## config.mk

```make
export PLATFORM = sky130hd
export DESIGN_NAME = bit_serializer_fifo
export DESIGN_NICKNAME = d
export VERILOG_FILES = /design/src/rtl/seq_pkg.sv /design/src/rtl/sync_fifo.sv /design/src/rtl/bit_serializer_fifo.sv
export SDC_FILE = /design/constraint.sdc
export NUM_CORES = 1
export LEC_CHECK = 0
export BUFFER_PORTS_ARGS = -buffer_cell sky130_fd_sc_hd__buf_2
export CAP_MARGIN = 20
export CORE_ASPECT_RATIO = 2
export CORE_MARGIN = 5
export CORE_UTILIZATION = 42
export CTS_BUF_LIST = sky130_fd_sc_hd__clkbuf_4 sky130_fd_sc_hd__clkbuf_8
export DETAILED_ROUTE_END_ITERATION = 8
export HOLD_SLACK_MARGIN = 0.02
export PLACE_DENSITY_LB_ADDON = 0.05
export SLEW_MARGIN = 20
export SYNTH_ARGS = -nofsm -noshare
export SYNTH_HDL_FRONTEND = slang
export SYNTH_SLANG_ARGS = --single-unit
```

## constraint.sdc

```tcl
create_clock -name clk -period 3.2 [get_ports clk]
set_clock_uncertainty 0.15 [all_clocks]
set_input_delay 0 -clock clk [delete_from_list [all_inputs] [get_ports clk]]
set_output_delay 0 -clock clk [all_outputs]
set_load 0.01 [all_outputs]
```

## src/rtl/seq_pkg.sv

```systemverilog
// rtl/seq_pkg.sv - shared constants and FSM encoding for the serializer and detector benches
package seq_pkg;

  localparam int   DEF_WIDTH    = 8;
  localparam int   DEF_DEPTH    = 4;
  localparam logic DEF_IDLE_BIT = 1'b0;

  typedef enum logic {
    ST_IDLE  = 1'b0,
    ST_SHIFT = 1'b1
  } shift_state_e;

endpackage

```

## src/rtl/sync_fifo.sv

```systemverilog
// rtl/sync_fifo.sv - synchronous FIFO with registered occupancy and head-of-queue read data
module sync_fifo
  import seq_pkg::*;
#(
  parameter int WIDTH = DEF_WIDTH,
  parameter int DEPTH = DEF_DEPTH
) (
  input  logic                     clk,
  input  logic                     rst,
  input  logic                     wr_en,
  input  logic [WIDTH-1:0]         wr_data,
  input  logic                     rd_en,
  output logic [WIDTH-1:0]         rd_data,
  output logic                     full,
  output logic                     empty,
  output logic [$clog2(DEPTH):0]   count
);

  localparam int PTR_W = $clog2(DEPTH);
  localparam int CNT_W = PTR_W + 1;

  logic [WIDTH-1:0] r_mem [DEPTH];
  logic [PTR_W-1:0] r_wr_ptr;
  logic [PTR_W-1:0] r_rd_ptr;
  logic [CNT_W-1:0] r_count;
  logic             w_do_wr;
  logic             w_do_rd;

  // Writes into a full FIFO and reads from an empty one are dropped rather than corrupting state.
  assign w_do_wr = wr_en && !full && !rst;
  assign w_do_rd = rd_en && !empty && !rst;

  assign full    = (r_count == CNT_W'(DEPTH));
  assign empty   = (r_count == '0);
  assign count   = r_count;
  // Head entry is visible combinationally so a pop can load it at the same edge.
  assign rd_data = r_mem[r_rd_ptr];

  // Storage array; contents need no reset since occupancy gates every read.
  always_ff @(posedge clk) begin
    if (w_do_wr) begin
      r_mem[r_wr_ptr] <= wr_data;
    end
  end

  // Pointers wrap naturally because DEPTH is a power of two; count tracks push minus pop.
  always_ff @(posedge clk) begin
    if (rst) begin
      r_wr_ptr <= '0;
      r_rd_ptr <= '0;
      r_count  <= '0;
    end else begin
      if (w_do_wr) begin
        r_wr_ptr <= r_wr_ptr + PTR_W'(1);
      end
      if (w_do_rd) begin
        r_rd_ptr <= r_rd_ptr + PTR_W'(1);
      end
      case ({w_do_wr, w_do_rd})
        2'b10:   r_count <= r_count + CNT_W'(1);
        2'b01:   r_count <= r_count - CNT_W'(1);
        default: r_count <= r_count;
      endcase
    end
  end

endmodule

```

## src/rtl/bit_serializer_fifo.sv

```systemverilog
// rtl/bit_serializer_fifo.sv - buffered parallel-to-serial front end feeding the sequence detectors
module bit_serializer_fifo
  import seq_pkg::*;
#(
  parameter int WIDTH     = DEF_WIDTH,
  parameter int DEPTH     = DEF_DEPTH,
  parameter bit MSB_FIRST = 1'b1,
  parameter bit IDLE_BIT  = DEF_IDLE_BIT
) (
  input  logic                   clk,
  input  logic                   rst,
  input  logic [WIDTH-1:0]       din,
  input  logic                   din_valid,
  output logic                   din_ready,
  output logic                   ser_out,
  output logic                   ser_valid,
  output logic                   word_start,
  output logic [$clog2(DEPTH):0] fifo_count
);

  localparam int BIT_W = $clog2(WIDTH);

  shift_state_e     r_state;
  shift_state_e     w_state_nxt;
  logic [BIT_W-1:0] r_bit_cnt;
  logic [WIDTH-1:0] r_shift;
  logic             r_ser_out;
  logic             r_ser_valid;
  logic             r_word_start;

  logic             w_full;
  logic             w_empty;
  logic             w_push;
  logic             w_pop;
  logic             w_last_bit;
  logic [WIDTH-1:0] w_head;

  // Readiness deliberately ignores a same-cycle pop so the handshake has no path through the FSM.
  assign din_ready  = !w_full && !rst;
  assign w_push     = din_valid && din_ready;
  assign w_last_bit = (r_bit_cnt == BIT_W'(WIDTH - 1));

  assign ser_out    = r_ser_out;
  assign ser_valid  = r_ser_valid;
  assign word_start = r_word_start;

  sync_fifo #(
    .WIDTH (WIDTH),
    .DEPTH (DEPTH)
  ) u_fifo (
    .clk     (clk),
    .rst     (rst),
    .wr_en   (w_push),
    .wr_data (din),
    .rd_en   (w_pop),
    .rd_data (w_head),
    .full    (w_full),
    .empty   (w_empty),
    .count   (fifo_count)
  );

  // Shifter state register.
  always_ff @(posedge clk) begin
    if (rst) begin
      r_state <= ST_IDLE;
    end else begin
      r_state <= w_state_nxt;
    end
  end

  // Next state and pop decision: load from IDLE when data waits, or chain at the last bit.
  always_comb begin
    w_state_nxt = r_state;
    w_pop       = 1'b0;
    case (r_state)
      ST_IDLE: begin
        if (!w_empty) begin
          w_pop       = 1'b1;
          w_state_nxt = ST_SHIFT;
        end
      end
      ST_SHIFT: begin
        if (w_last_bit) begin
          if (!w_empty) begin
            w_pop = 1'b1;
          end else begin
            w_state_nxt = ST_IDLE;
          end
        end
      end
      default: begin
        w_state_nxt = ST_IDLE;
      end
    endcase
  end

  // Datapath: r_shift holds the bits not yet presented, so the head bit is always at the output end.
  always_ff @(posedge clk) begin
    if (rst) begin
      r_shift      <= '0;
      r_bit_cnt    <= '0;
      r_ser_out    <= IDLE_BIT;
      r_ser_valid  <= 1'b0;
      r_word_start <= 1'b0;
    end else if (w_pop) begin
      r_bit_cnt    <= '0;
      r_ser_valid  <= 1'b1;
      r_word_start <= 1'b1;
      if (MSB_FIRST) begin
        r_ser_out <= w_head[WIDTH-1];
        r_shift   <= {w_head[WIDTH-2:0], 1'b0};
      end else begin
        r_ser_out <= w_head[0];
        r_shift   <= {1'b0, w_head[WIDTH-1:1]};
      end
    end else if ((r_state == ST_SHIFT) && !w_last_bit) begin
      r_bit_cnt    <= r_bit_cnt + BIT_W'(1);
      r_ser_valid  <= 1'b1;
      r_word_start <= 1'b0;
      if (MSB_FIRST) begin
        r_ser_out <= r_shift[WIDTH-1];
        r_shift   <= {r_shift[WIDTH-2:0], 1'b0};
      end else begin
        r_ser_out <= r_shift[0];
        r_shift   <= {1'b0, r_shift[WIDTH-1:1]};
      end
    end else begin
      r_bit_cnt    <= '0;
      r_ser_out    <= IDLE_BIT;
      r_ser_valid  <= 1'b0;
      r_word_start <= 1'b0;
    end
  end

endmodule

```

==> results of run 1 <==
## how the worst max path moves through the flow
stage	start	endpoint	cells past startpoint	slack, ns
floorplan	r_bit_cnt[0]	u_fifo.count[2]	10	0.88
global placement	u_fifo.count[0]	u_fifo.count[2]	9	0.71
detailed placement	u_fifo.count[0]	u_fifo.count[2]	9	0.58
CTS	u_fifo.count[0]	u_fifo.count[2]	9	0.56
global route	u_fifo.count[0]	u_fifo.count[2]	9	0.40
finish	u_fifo.count[0]	u_fifo.count[2]	9	0.58
## sequential cells by signal (all words and copies together), names as in the netlist, named ones only
register / count
r_bit_cnt: 3
ser_valid: 1
ser_out: 1
u_fifo.count: 3
r_state: 1
u_fifo.r_wr_ptr: 2
r_shift: 7
word_start: 1
u_fifo.r_rd_ptr: 2
u_fifo.r_mem: 32
## placed cells by master (no fill, tap or decap), types with 4 or more instances in the layout
cell / synthesis / layout
edfxtp_1: 32 / 32
clkbuf_8: 0 / 5
and2_1: 4 / 4
nor3_1: 4 / 4
dlygate4sd3_1: 0 / 10
inv_1: 7 / 7
mux4_1: 6 / 6
o21ai_0: 8 / 8
buf_2: 4 / 17
nor2_1: 6 / 6
ha_1: 7 / 7
nand2_1: 7 / 7
dfxtp_1: 23 / 23
a21oi_1: 18 / 18
## logic make-up after synthesis
logic type	Yosys count	synth area share (%)
AOI/OAI and AO/OA	28	6.84
DFF	55	65.2
adders and majority gates	8	4.94
muxes	11	10.8
buffers and inverters	15	3.16
and+or+nand+nor	33	8.21
xor gates and xnor gates	2	0.804
## worst reg2reg max path, delay by kind of cell (launching register included)
family	cells	cell delay [ns]
buf+inv	2	0.24
xor+xnor	1	0.16
fa+ha+maj	2	0.65
flops	1	0.43
compound gates	1	0.15
simple gates	3	0.79
## power by group
group	internal, W	switching [W]
logic	0.000225	0.000291
registers	0.000867	0.0000742
clock network	0.000251	0.000207
total	0.00134	0.000573
## per-layer routing
metal  vias up  share of wire [%]
li1        613                  -
met1       593                 39
met2        17                 56
met3         6                2.7
met4         0                2.4
met5         -                  0
## per-stage QoR
stage | cell area, um^2 | utilization [%] | std cells | setup WS (ns) | power, W
floorplan | 2180 | - | 152 | 0.876 | 0.00133
global placement | 2310 | 45.3 | 221 | 0.713 | 0.00145
detailed placement | 2310 | 45.3 | 221 | 0.579 | 0.00147
CTS | 2520 | 49.5 | 239 | 0.557 | 0.00195
global route | 2520 | 49.5 | 239 | 0.399 | 0.00204
finish | 2520 | 49.5 | 239 | 0.578 | 0.00192
## final cells by class
type	count	share of cell area (%)
clock buffer	7	3.32
clock inverter	1	1.19
inverter	7	1.04
multi-input combinational	82	27.3
sequential	55	56.3
tap	58	2.88
timing repair buffer	29	7.94
==> run metrics, run 1 <==
crit path launch type flop; Final min period 2.62 ns; gpl congestion 0.705; largest net degree at the start of global routing 18; Async SR Flop Fraction 0%; Synth top area share around 44%; Fin Hold WS 0.289 ns; most numerous cell in the Yosys netlist edfxtp_1; Leak 0.940 nW; io pins 18; Cell Chain, Critical Path nor3_1 -> buf_4 -> nor3_1 -> ha_1 -> inv_1 -> fa_1 -> xor2_1 -> or3_1 -> a21oi_1; status complete, no violations; post-synth net total 171; Slew HR 68.3%; total gr overflow 0; synthesized cell area roughly 2200 um^2; top cells by area, synth edfxtp_1, dfxtp_1, mux4_1, a21oi_1, ha_1; DRC viols 0; core box area 5090 um^2; number of global-route vias before repair 1332; Crit Path Max Fanout 12; Layout fillers 463; # resized after CTS 0; CTS root buffer clkbuf_8; Hold-fix buffers, CTS 10; initial antenna violation count 0; P per Cell Area 760 nW/um^2; RSZ-0062 raised after global routing no; VDD IR max 0.412 mV; initial DRC count 54; mean area per synthesized cell 14.3 um^2; Reg2Reg Depth 9; CTS tree done; synthesized instance count 152; crit path kind reg -> reg; Final period util 81.9%; final setup fails 0; Num CTS Buffers 5; register area 1420 um^2; nets 199; IO Port Bufs 17; Hold Path Stages 2; top cell type by total area after synthesis edfxtp_1; post-route setup TNS 0 ns; Top Usage Layer GRT met2; Area Overhead vs Synth 15.8%; Worst EP arrival 2.70 ns; drt first pass iters 4; Synth cell types 31; Slew @ Worst Pin 0.475 ns; Synth Register Bits 55; H-tree depth 2; final hold vios 0; cell mode on critical path nor3_1; share of layout cells above drive strength 1 17.7%; top_reg_cell synth edfxtp_1; Die Y 112 um; Post-Route WL 3610 um; met3 Track Usage GR between 2 and 2.5%; worst min-delay path class in -> reg; cell family with most CP delay simple AND/OR/NAND/NOR gates; # clock sinks 55; max frequency 381 MHz; reg-to-reg critical path startpoint u_fifo.count[0]; hold_sp din[5]; CP max-delay cell dfxtp_1; Via density roughly 5.1; worst skew pair latency 0.30 ns; Worst EP required 3.28 ns; post-CTS setup buffers 0; Post-synth EDFFs 32; critical path endpoint category flop; Worst Hold End u_fifo.r_mem[1][5]; reg-to-reg slack, setup 0.58 ns; WP buf/inv 2; DR WL/cell 15.1 um; worst reg2reg endpoint u_fifo.count[2]; # rows 37; Max Slew Vio Count 0; Die Wd between 60 and 70 um; routing usage on met2 22.2%; Worst path max stage delay between 0.4 and 0.5 ns; Die ar. 6810 um^2; Vias 1229; Routed Antenna Nets 0; Max-Cap Viols 0; Post-synth top cells edfxtp_1, dfxtp_1, a21oi_1, o21ai_0; multi-input logic area a little under 700 um^2; sequential area share after synthesis 65.2%; Tot GR Track Use 12.4%; Initial Utilization 42.8%; DPL Wire Length roughly 2600 um; Ant. Diodes 0; CTS Buffer Depth 2; global-route wire length before repair around 6200 um; Clock Pin Slew Worst Setup and Hold Paths 0.09 ns; Warnings, synthesis 0; met1 global-route usage 13.0%
(Power assumes the default switching activity.)
==> run 2: changes to the inputs <==
clock period = 2.2 ns   (was 3.2 ns; I/O delays follow)
==> run 2 against run 1 <==
  * Flip-flop and latch count unchanged
  * Power increased by 50%
  * Hold slack got worse by 0.21 ns
  * Clock-buffer cell count decreased by 2
  * Sequential share of layout area decreased by 1.6 points
  * Largest power group unchanged
  * The flow now finishes with violations (negative setup slack)
==> run metrics, run 2 (synthesis gave the netlist of run 1 again) <==
status finished with violations; failing checks negative setup slack; most common cell after layout, fill and taps aside edfxtp_1; CTS Buffer Depth 2; CP max-delay cell dfxtp_2; Post-Route WL roughly 4000 um; initial DRC count 36; Clock Pin Slew Worst Setup and Hold Paths 0.10 ns; Max-Cap Viols 0; Final min period 2.20 ns; Num CTS Buffers 5; largest net degree at the start of global routing 19; Die Y ~110 um; most frequent cells in the layout edfxtp_1, dfxtp_1, a21oi_1, buf_2, dlygate4sd3_1; Ant. Diodes 0; core box area 5090 um^2; Slew HR 66.7%; overall power around 0.0029 W; max frequency roughly 450 MHz; P per Cell Area 1100 nW/um^2; IO Port Bufs 17; critical path endpoint category flop; DR WL/cell 16.1 um; top flop regs u_fifo.r_mem (32), r_shift (7); global-route wire length before repair 6320 um; final worst-path setup slack -0.00193 ns; VDD IR max 0.677 mV; final hold vios 0; # clock sinks 55; Final period util 100%; cell family with most CP delay adder cells; drt first pass iters 4; WP buf/inv 1; Tot GR Track Use between 10 and 15%; DPL Wire Length roughly 2900 um; CTS tree done; Initial Utilization 42.8%; Cell Chain, Critical Path ha_4 -> ha_4 -> nor2b_4 -> nor3_2 -> ha_2 -> inv_2 -> fa_2 -> xor2_1 -> or3_1 -> a21oi_1; post-route setup TNS -0.00193 ns; Worst path max stage delay 0.36 ns; Die ar. 6810 um^2; total gr overflow 0; Crit Path Max Fanout 2; max reg flops 32; non-filler cells in the finished layout about 240; Placed Area 2390 um^2; Routed Antenna Nets 0; CTS root buffer clkbuf_8; Die Wd 60.9 um; Slew @ Worst Pin roughly 0.5 ns; io pins 18; DRC viols 0; Fin Hold WS 0.0826 ns; nets between 200 and 250; crit path kind reg -> reg; # resized after CTS 0; post-route cell area 2600 um^2; register with the highest flop count u_fifo.r_mem; reg-to-reg slack, setup -0.002 ns; final setup fails 1; initial antenna violation count 0; Worst EP required about 2.3 ns; # rows 37; worst min-delay path class in -> reg; Worst EP arrival 2.29 ns; Layout fillers approximately 440; RSZ-0062 raised after global routing yes; gpl congestion ~0.71; Max Slew Vio Count 0; Area Overhead vs Synth 19.4%; cell mode on critical path ha_4; H-tree depth 2; Vias 1237; share of layout cells above drive strength 1 25.4%; Via density 5.09; Leak 0.958 nW; placed instance count between 200 and 250; number of global-route vias before repair 1364; crit path launch type flop; worst skew pair latency roughly 0.30 ns
==> run 2: power by group <==
part	internal [W]	switching, W	leakage, nW
combinational	0.000373	0.000444	0.423
clock	0.000343	0.000333	0.0548
sequential	0.00126	0.000118	0.480
==> run 2: stage by stage <==
stage	setup slack [ns]	util (%)
5_1_grt	-0.117	51.1
4_1_cts	-0.0161	51.1
3_3_place_gp	0.00380	46.9
3_5_place_dp	-0.0712	46.9
6_report	-0.00193	51.1
2_1_floorplan	-0.0245	-
==> run 2: what timing repair did <==
action | in CTS | in global routing
pin swaps | 6 | 1
endpoints found under the setup margin | 1 | 1
setup buffers | 1 | 0
hold endpoints to repair | 37 | 0
hold buffers | 9 | 0
==> run 2: worst paths after layout <==
path,startpoint,to,cells past startpoint
worst max-delay path,r_bit_cnt[0],u_fifo.count[2],10
worst min-delay path,din_valid,u_fifo.r_wr_ptr[0],4
worst max register to register,r_bit_cnt[0],u_fifo.count[2],10
worst min register to register,r_bit_cnt[0],r_bit_cnt[0],1
==> run 2: worst reg2reg max path, cell delays in order (launching register included) <==
cell	delay (ns)
dfxtp_2	0.36
ha_4	0.14
ha_4	0.13
nor2b_4	0.04
nor3_2	0.13
ha_2	0.22
inv_2	0.04
fa_2	0.33
xor2_1	0.15
or3_1	0.30
a21oi_1	0.14
==> run 2: per-layer routing <==
layer / GRT usage, % / part of all wire [%] / wire length, um
met2: 24.0 / 58 / 2280
met5: 0 / 0 / 0
met4: 4.78 / 1.7 / 65
met1: 12.7 / 37 / 1460
met3: 2.44 / 2.5 / 99
==> run 2: final cells by class <==
cell class	count	area (um^2)	share of cell area (%)
inverters	7	26.3	1.01
repair buffers	33	228	8.75
multi-input cells	82	736	28.3
flip-flops and latches	55	1420	54.7
clock buffers	5	68.8	2.65
well taps	58	72.6	2.79
clock inverters	3	46.3	1.78
